`config.mk`:
```
export PLATFORM = sky130hd
export DESIGN_NAME = pattern_select_ctrl
export DESIGN_NICKNAME = d
export VERILOG_FILES = /design/src/rtl/pattern_select_ctrl_pkg.sv /design/src/rtl/pattern_select_ctrl_btn_debounce.sv /design/src/rtl/pattern_select_ctrl.sv
export SDC_FILE = /design/constraint.sdc
export NUM_CORES = 1
export LEC_CHECK = 0
export CORE_ASPECT_RATIO = 0.5
export CORE_UTILIZATION = 34
export DETAILED_ROUTE_END_ITERATION = 12
export SLEW_MARGIN = 25
export SYNTH_ARGS = -nofsm -noshare
export SYNTH_HDL_FRONTEND = slang
export SYNTH_SLANG_ARGS = --single-unit
```
`constraint.sdc`:
```
create_clock -name clk -period 2.7 [get_ports clk]
set_input_delay 0.54 -clock clk [delete_from_list [all_inputs] [get_ports clk]]
set_output_delay 0.54 -clock clk [all_outputs]
set_load 0.005 [all_outputs]
```
`src/rtl/pattern_select_ctrl_pkg.sv`:
```
// Shared types and constants for the pattern-select control block.
package pattern_ctrl_pkg;

    localparam int unsigned PATTERN_W     = 2;
    localparam int unsigned CLK_HZ_25_2M  = 25_200_000;
    localparam int unsigned DEBOUNCE_10MS = 252_000;

    typedef enum logic {
        MANUAL = 1'b0,
        AUTO   = 1'b1
    } mode_e;

    // Next pattern index, wrapping at num-1 (out-of-range indices also wrap to 0).
    function automatic logic [PATTERN_W-1:0] next_pattern(
        input logic [PATTERN_W-1:0] cur,
        input int unsigned          num
    );
        return (cur >= PATTERN_W'(num - 1)) ? '0 : cur + PATTERN_W'(1);
    endfunction

endpackage

```
`src/rtl/pattern_select_ctrl_btn_debounce.sv`:
```
// Push-button conditioner: two-flop synchronizer, stable-level debounce, press pulse.
module btn_debounce
    import pattern_ctrl_pkg::*;
#(
    parameter int unsigned DEBOUNCE_CYCLES = DEBOUNCE_10MS
) (
    input  logic clk,
    input  logic rst,
    input  logic i_raw,
    output logic o_level,
    output logic o_press
);

    localparam int unsigned CNT_W = (DEBOUNCE_CYCLES > 1) ? $clog2(DEBOUNCE_CYCLES) : 1;
    localparam logic [CNT_W-1:0] CNT_LAST = CNT_W'(DEBOUNCE_CYCLES - 1);

    logic             sync1_q;
    logic             sync2_q;
    logic             level_q;
    logic             level_d;
    logic             press_q;
    logic             press_d;
    logic [CNT_W-1:0] cnt_q;
    logic [CNT_W-1:0] cnt_d;

    // Synchronizer chain, debounced level, counter and press pulse registers.
    always_ff @(posedge clk) begin
        if (rst) begin
            sync1_q <= 1'b0;
            sync2_q <= 1'b0;
            level_q <= 1'b0;
            press_q <= 1'b0;
            cnt_q   <= '0;
        end else begin
            sync1_q <= i_raw;
            sync2_q <= sync1_q;
            level_q <= level_d;
            press_q <= press_d;
            cnt_q   <= cnt_d;
        end
    end

    // Accept a new level only after it has differed for DEBOUNCE_CYCLES cycles in a row.
    always_comb begin
        level_d = level_q;
        press_d = 1'b0;
        cnt_d   = '0;
        if (sync2_q != level_q) begin
            if (cnt_q == CNT_LAST) begin
                level_d = sync2_q;
                press_d = sync2_q;
            end else begin
                cnt_d = cnt_q + CNT_W'(1);
            end
        end
    end

    assign o_level = level_q;
    assign o_press = press_q;

endmodule

```
`src/rtl/pattern_select_ctrl.sv`:
```
// Frame-aligned pattern selector: manual/auto advance, applied only at frame start.
module pattern_select_ctrl
    import pattern_ctrl_pkg::*;
#(
    parameter int unsigned NUM_PATTERNS    = 4,
    parameter int unsigned DEBOUNCE_CYCLES = DEBOUNCE_10MS,
    parameter int unsigned AUTO_FRAMES     = 120,
    parameter bit          VS_ACTIVE_LOW   = 1'b1
) (
    input  logic                 clk,
    input  logic                 rst,
    input  logic                 i_btn_next,
    input  logic                 i_btn_mode,
    input  logic                 i_vs,
    output logic [PATTERN_W-1:0] o_pattern_select,
    output logic                 o_auto_mode,
    output logic                 o_pending
);

    localparam int unsigned FCNT_W = (AUTO_FRAMES > 1) ? $clog2(AUTO_FRAMES) : 1;
    localparam logic [FCNT_W-1:0] FCNT_LAST = FCNT_W'(AUTO_FRAMES - 1);

    logic                 next_press;
    logic                 mode_press;
    logic                 next_level;
    logic                 mode_level;
    logic                 unused_levels;
    logic                 vs_d_q;
    logic                 fs_c;
    mode_e                state_q;
    mode_e                state_d;
    logic [PATTERN_W-1:0] pattern_q;
    logic [PATTERN_W-1:0] pattern_d;
    logic                 pending_q;
    logic                 pending_d;
    logic [FCNT_W-1:0]    fcnt_q;
    logic [FCNT_W-1:0]    fcnt_d;

    btn_debounce #(.DEBOUNCE_CYCLES(DEBOUNCE_CYCLES)) u_dbnc_next (
        .clk     (clk),
        .rst     (rst),
        .i_raw   (i_btn_next),
        .o_level (next_level),
        .o_press (next_press)
    );

    btn_debounce #(.DEBOUNCE_CYCLES(DEBOUNCE_CYCLES)) u_dbnc_mode (
        .clk     (clk),
        .rst     (rst),
        .i_raw   (i_btn_mode),
        .o_level (mode_level),
        .o_press (mode_press)
    );

    // Debounced levels are not needed here; only the press pulses drive control.
    assign unused_levels = next_level ^ mode_level;

    // Frame start is the first cycle i_vs shows its active level.
    assign fs_c = VS_ACTIVE_LOW ? (vs_d_q & ~i_vs) : (~vs_d_q & i_vs);

    // State register plus pattern, pending, frame counter and vsync delay.
    always_ff @(posedge clk) begin
        if (rst) begin
            state_q   <= MANUAL;
            pattern_q <= '0;
            pending_q <= 1'b0;
            fcnt_q    <= '0;
            vs_d_q    <= 1'b0;
        end else begin
            state_q   <= state_d;
            pattern_q <= pattern_d;
            pending_q <= pending_d;
            fcnt_q    <= fcnt_d;
            vs_d_q    <= i_vs;
        end
    end

    // Next-state: frame-start action first, then press effects override it.
    always_comb begin
        state_d   = state_q;
        pattern_d = pattern_q;
        pending_d = pending_q;
        fcnt_d    = fcnt_q;

        if (fs_c) begin
            if (pending_q) begin
                pattern_d = next_pattern(pattern_q, NUM_PATTERNS);
                pending_d = 1'b0;
                fcnt_d    = '0;
            end else if (state_q == AUTO) begin
                if (fcnt_q == FCNT_LAST) begin
                    pattern_d = next_pattern(pattern_q, NUM_PATTERNS);
                    fcnt_d    = '0;
                end else begin
                    fcnt_d = fcnt_q + FCNT_W'(1);
                end
            end else begin
                fcnt_d = '0;
            end
        end

        // A press coinciding with fs is not consumed by it; it waits for the next one.
        if (next_press) begin
            pending_d = 1'b1;
        end

        if (mode_press) begin
            state_d = (state_q == AUTO) ? MANUAL : AUTO;
            fcnt_d  = '0;
        end
    end

    // Outputs decoded straight from registers.
    always_comb begin
        o_pattern_select = pattern_q;
        o_auto_mode      = (state_q == AUTO);
        o_pending        = pending_q;
    end

endmodule

```
==> flow_summary.toml <==
[outcome]
status = "finished, final reports clean"

[cells_and_area]
drive_above_1_share_pct = 5.190
n_fill_cell = 653
insertedDiodeCount = 0
fin_util_pct = 40.56
syn_to_final_growth_pct = 12.79
regArea_um2 = 1121
nets = 297
fin_cells = 381
multi_input_area_um2 = 1274

[place]
finalWeightedCongestion = 0.8591
dpl.hpwl_mm = 3.176
port_buffers = 8
placedCellCount = 373

[setup_path]
critPathLaunchType = "flop"
criticalPathCategory = "reg2reg"
rrSetupSlack_ns = 0.67
critPathArrivalTime_ns = 2.19
cp-end-kind = "flop"
crit_fanout = 16
required_ns = 2.86

[die]
io_pins = 9
core.rowCount = 21
initial_core_util_pct = 35.96
chipWidth_um = 122.4
die_area_um2 = 7619
core_um2 = 6858
die_y_um = 62.22

[drt]
antenna_left = 0
vias_per_cell = 5.092
wl_met1_mm = 2.287
route.detailed.drc = 0
top_layer_used = "met4"
dr.pass1.iters = 4
drt_iter0_markers = 71
met2WireLength_mm = 2.030
wl_mm = 4.476
drt-wirelength-per-cell_um = 11.75
wl_met3_um = 117
vias = 1940

[logic_synthesis]
synth-compound-area-share_pct = 6.139
synth_flop_cell = "dfxtp_1"
synth_fa_ha_area_share_pct = 2.029
synthSimpleGateAreaFrac_pct = 30.34
synth_top_family_by_area = "simple AND/OR/NAND/NOR gates"
synthMuxAreaShare_pct = 0
syn_area_per_cell_um2 = 8.839
synth_xor_area_share_pct = 13.14
synth_nets = 288
synth_edf_count = 0
yosysSeqAreaShare_pct = 45.46
synth_cells = 279
ys_warn_count = 0
syn_area_um2 = 2466
synth-seq-cells = 56
async_flop_share_pct = 0
netlist-cell-type-count = 37

[clocking]
htreeDepth = 2
cts.sinks = 56
post_cts_resize_count = 0
cts_tree = "built"
cts_setup_buffers = 0
clk_pin_slew_ns = 0.07
ctsLongestPathBuffers = 2
cts_root_buf = "clkbuf_16"
cts_buffers = 5
clkLatencyLatePin_ns = 0.29
postCtsHoldBufs = 0

[power]
vdd.ir_drop.worst_uv = 236.8
p_clk_share_pct = 42.9
power_leakage_nw = 0.8022
comb_power_share_pct = 1.9
p_per_area_nw_per_um2 = 543.6
p_sw_share_pct = 19.76
p_total_mw = 1.512
p_int_mw = 1.213
p_seq_share_pct = 55.2
netSwitchingPower_uw = 298.7

[sta]
maxSlewHeadroom_pct = 62.04
tightestPinTransition_ns = 0.5635
report.final.hold_viol_count = 0
finalClockSkew_ns = 0.005151
fmax_mhz = 492.1
finalSetupTns_ns = 0
rsz0062_at_grt = "false"
slew_violations = 0
setup_viol = 0
finalCriticalPeriod_ns = 2.032
period_share_pct = 75.27

[global_routing]
grt_pass1_wl_mm = 8.004
grt_max_degree = 20
grt_usage_pct = 12.98
grt_pass1_vias = 1815
gr-total-overflow = 0
antenna_found_initial = 0

[worst_hold_path]
hp-class = "reg2reg"

[flow_run]
max-cap-violations = 0
through the flow:
stage               instance area [um2]  worst slack (ns)  hold WS [ns]
floorplan                          2466            0.8204        0.4130
global placement                   2631            0.7052        0.4256
detailed placement                 2631            0.6737        0.4283
CTS                                2781            0.6610        0.4417
global route                       2781            0.5027        0.4672
finish                             2781            0.6678        0.4358
worst paths after layout:
check	from	to	cells after the start
worst max register to register	u_dbnc_next.cnt_q[6]$_SDFF_PP0_	u_dbnc_next.cnt_q[3]$_SDFF_PP0_	4
worst min-delay path	u_dbnc_mode.sync1_q$_SDFF_PP0_	u_dbnc_mode.sync2_q$_SDFF_PP0_	1
worst min register to register	u_dbnc_mode.sync1_q$_SDFF_PP0_	u_dbnc_mode.sync2_q$_SDFF_PP0_	1
worst max-delay path	u_dbnc_next.cnt_q[6]$_SDFF_PP0_	u_dbnc_next.cnt_q[3]$_SDFF_PP0_	4
metal layers:
metal	global-route usage (%)	vias to the layer above
met2	20.72	18
met4	4.268	0
li1	-	1003
met1	17.01	914
met3	3.309	5
met5	0	-
layout make-up:
class	count	share of cell area, %
inverters	7	0.9447
flip-flops and latches	56	40.31
clock buffers	7	5.128
repair buffers	10	3.419
clock inverters	1	0.2699
well taps	92	4.139
multi-input cells	208	45.79
Yosys cell counts, drive strengths merged, types with 2 or more instances:
cell type	n	area share, %
xnor2	29	10
a21oi	7	1.4
nor3	11	2.2
nor4	15	3.8
and4	3	1.1
xor2	8	2.8
or3	2	0.51
ha	4	2.0
inv	7	1.1
nand3	13	2.6
or2	3	0.76
or4	3	1.1
nand4	13	3.3
clkbuf	6	0.91
o21ai	8	2.1
nand2b	2	0.51
nor2	50	7.6
or4b	2	0.81
o41ai	2	0.71
and3	4	1.0
nand2	12	1.8
nor2b	7	1.8
buf	2	0.91
dfxtp	56	45
power by group through the flow:
stage                     registers (mW)  logic [mW]  clock network [mW]
after floorplan                    0.852      0.0186                   0
after global placement             0.853      0.0289                   0
after detailed placement           0.853      0.0294                   0
final                              0.834      0.0291               0.649
after global routing               0.834      0.0322               0.705
after CTS                          0.834      0.0296               0.667
placed cells by master (no fill, tap or decap), types with 2 or more instances in the layout:
cell type	count
xor2_1	8
nand2b_1	2
xnor2_1	29
inv_1	7
nor4_1	15
nand2_1	12
o21ai_0	6
or4b_1	2
clkdlybuf4s50_1	8
o41ai_1	2
nor2b_1	7
nor2_1	50
or2_2	3
nand4_1	13
and3_1	4
clkbuf_16	5
dfxtp_1	56
nand3_1	13
buf_4	2
and4_1	3
ha_1	4
nor3_1	11
or4_1	2
a21oi_1	7
or3_1	2
state kept, by name (all words and copies together), names as in the netlist:
signal and cells:
u_dbnc_next.sync2_q 1, o_pending 1, u_dbnc_mode.sync2_q 1, u_dbnc_next.o_level 1
o_auto_mode 1, o_pattern_select 2, u_dbnc_next.sync1_q 1, u_dbnc_mode.cnt_q 18
u_dbnc_mode.o_level 1, vs_d_q 1, u_dbnc_next.o_press 1, u_dbnc_next.cnt_q 18
fcnt_q 7, u_dbnc_mode.o_press 1, u_dbnc_mode.sync1_q 1
cell families after synthesis:
kind of cell,count (synthesis)
simple gates,144
compound gates,23
flops,56
buf+inv,15
xor+xnor,37
fa+ha+maj,4
critical path, cell delays in order (launching register included):
cell and delay (ns):
dfxtp_1 0.44, or4b_1 0.46, or4_4 0.52, o21ai_4 0.38, nor2_1 0.10
Power figures use the tool's default switching activity.
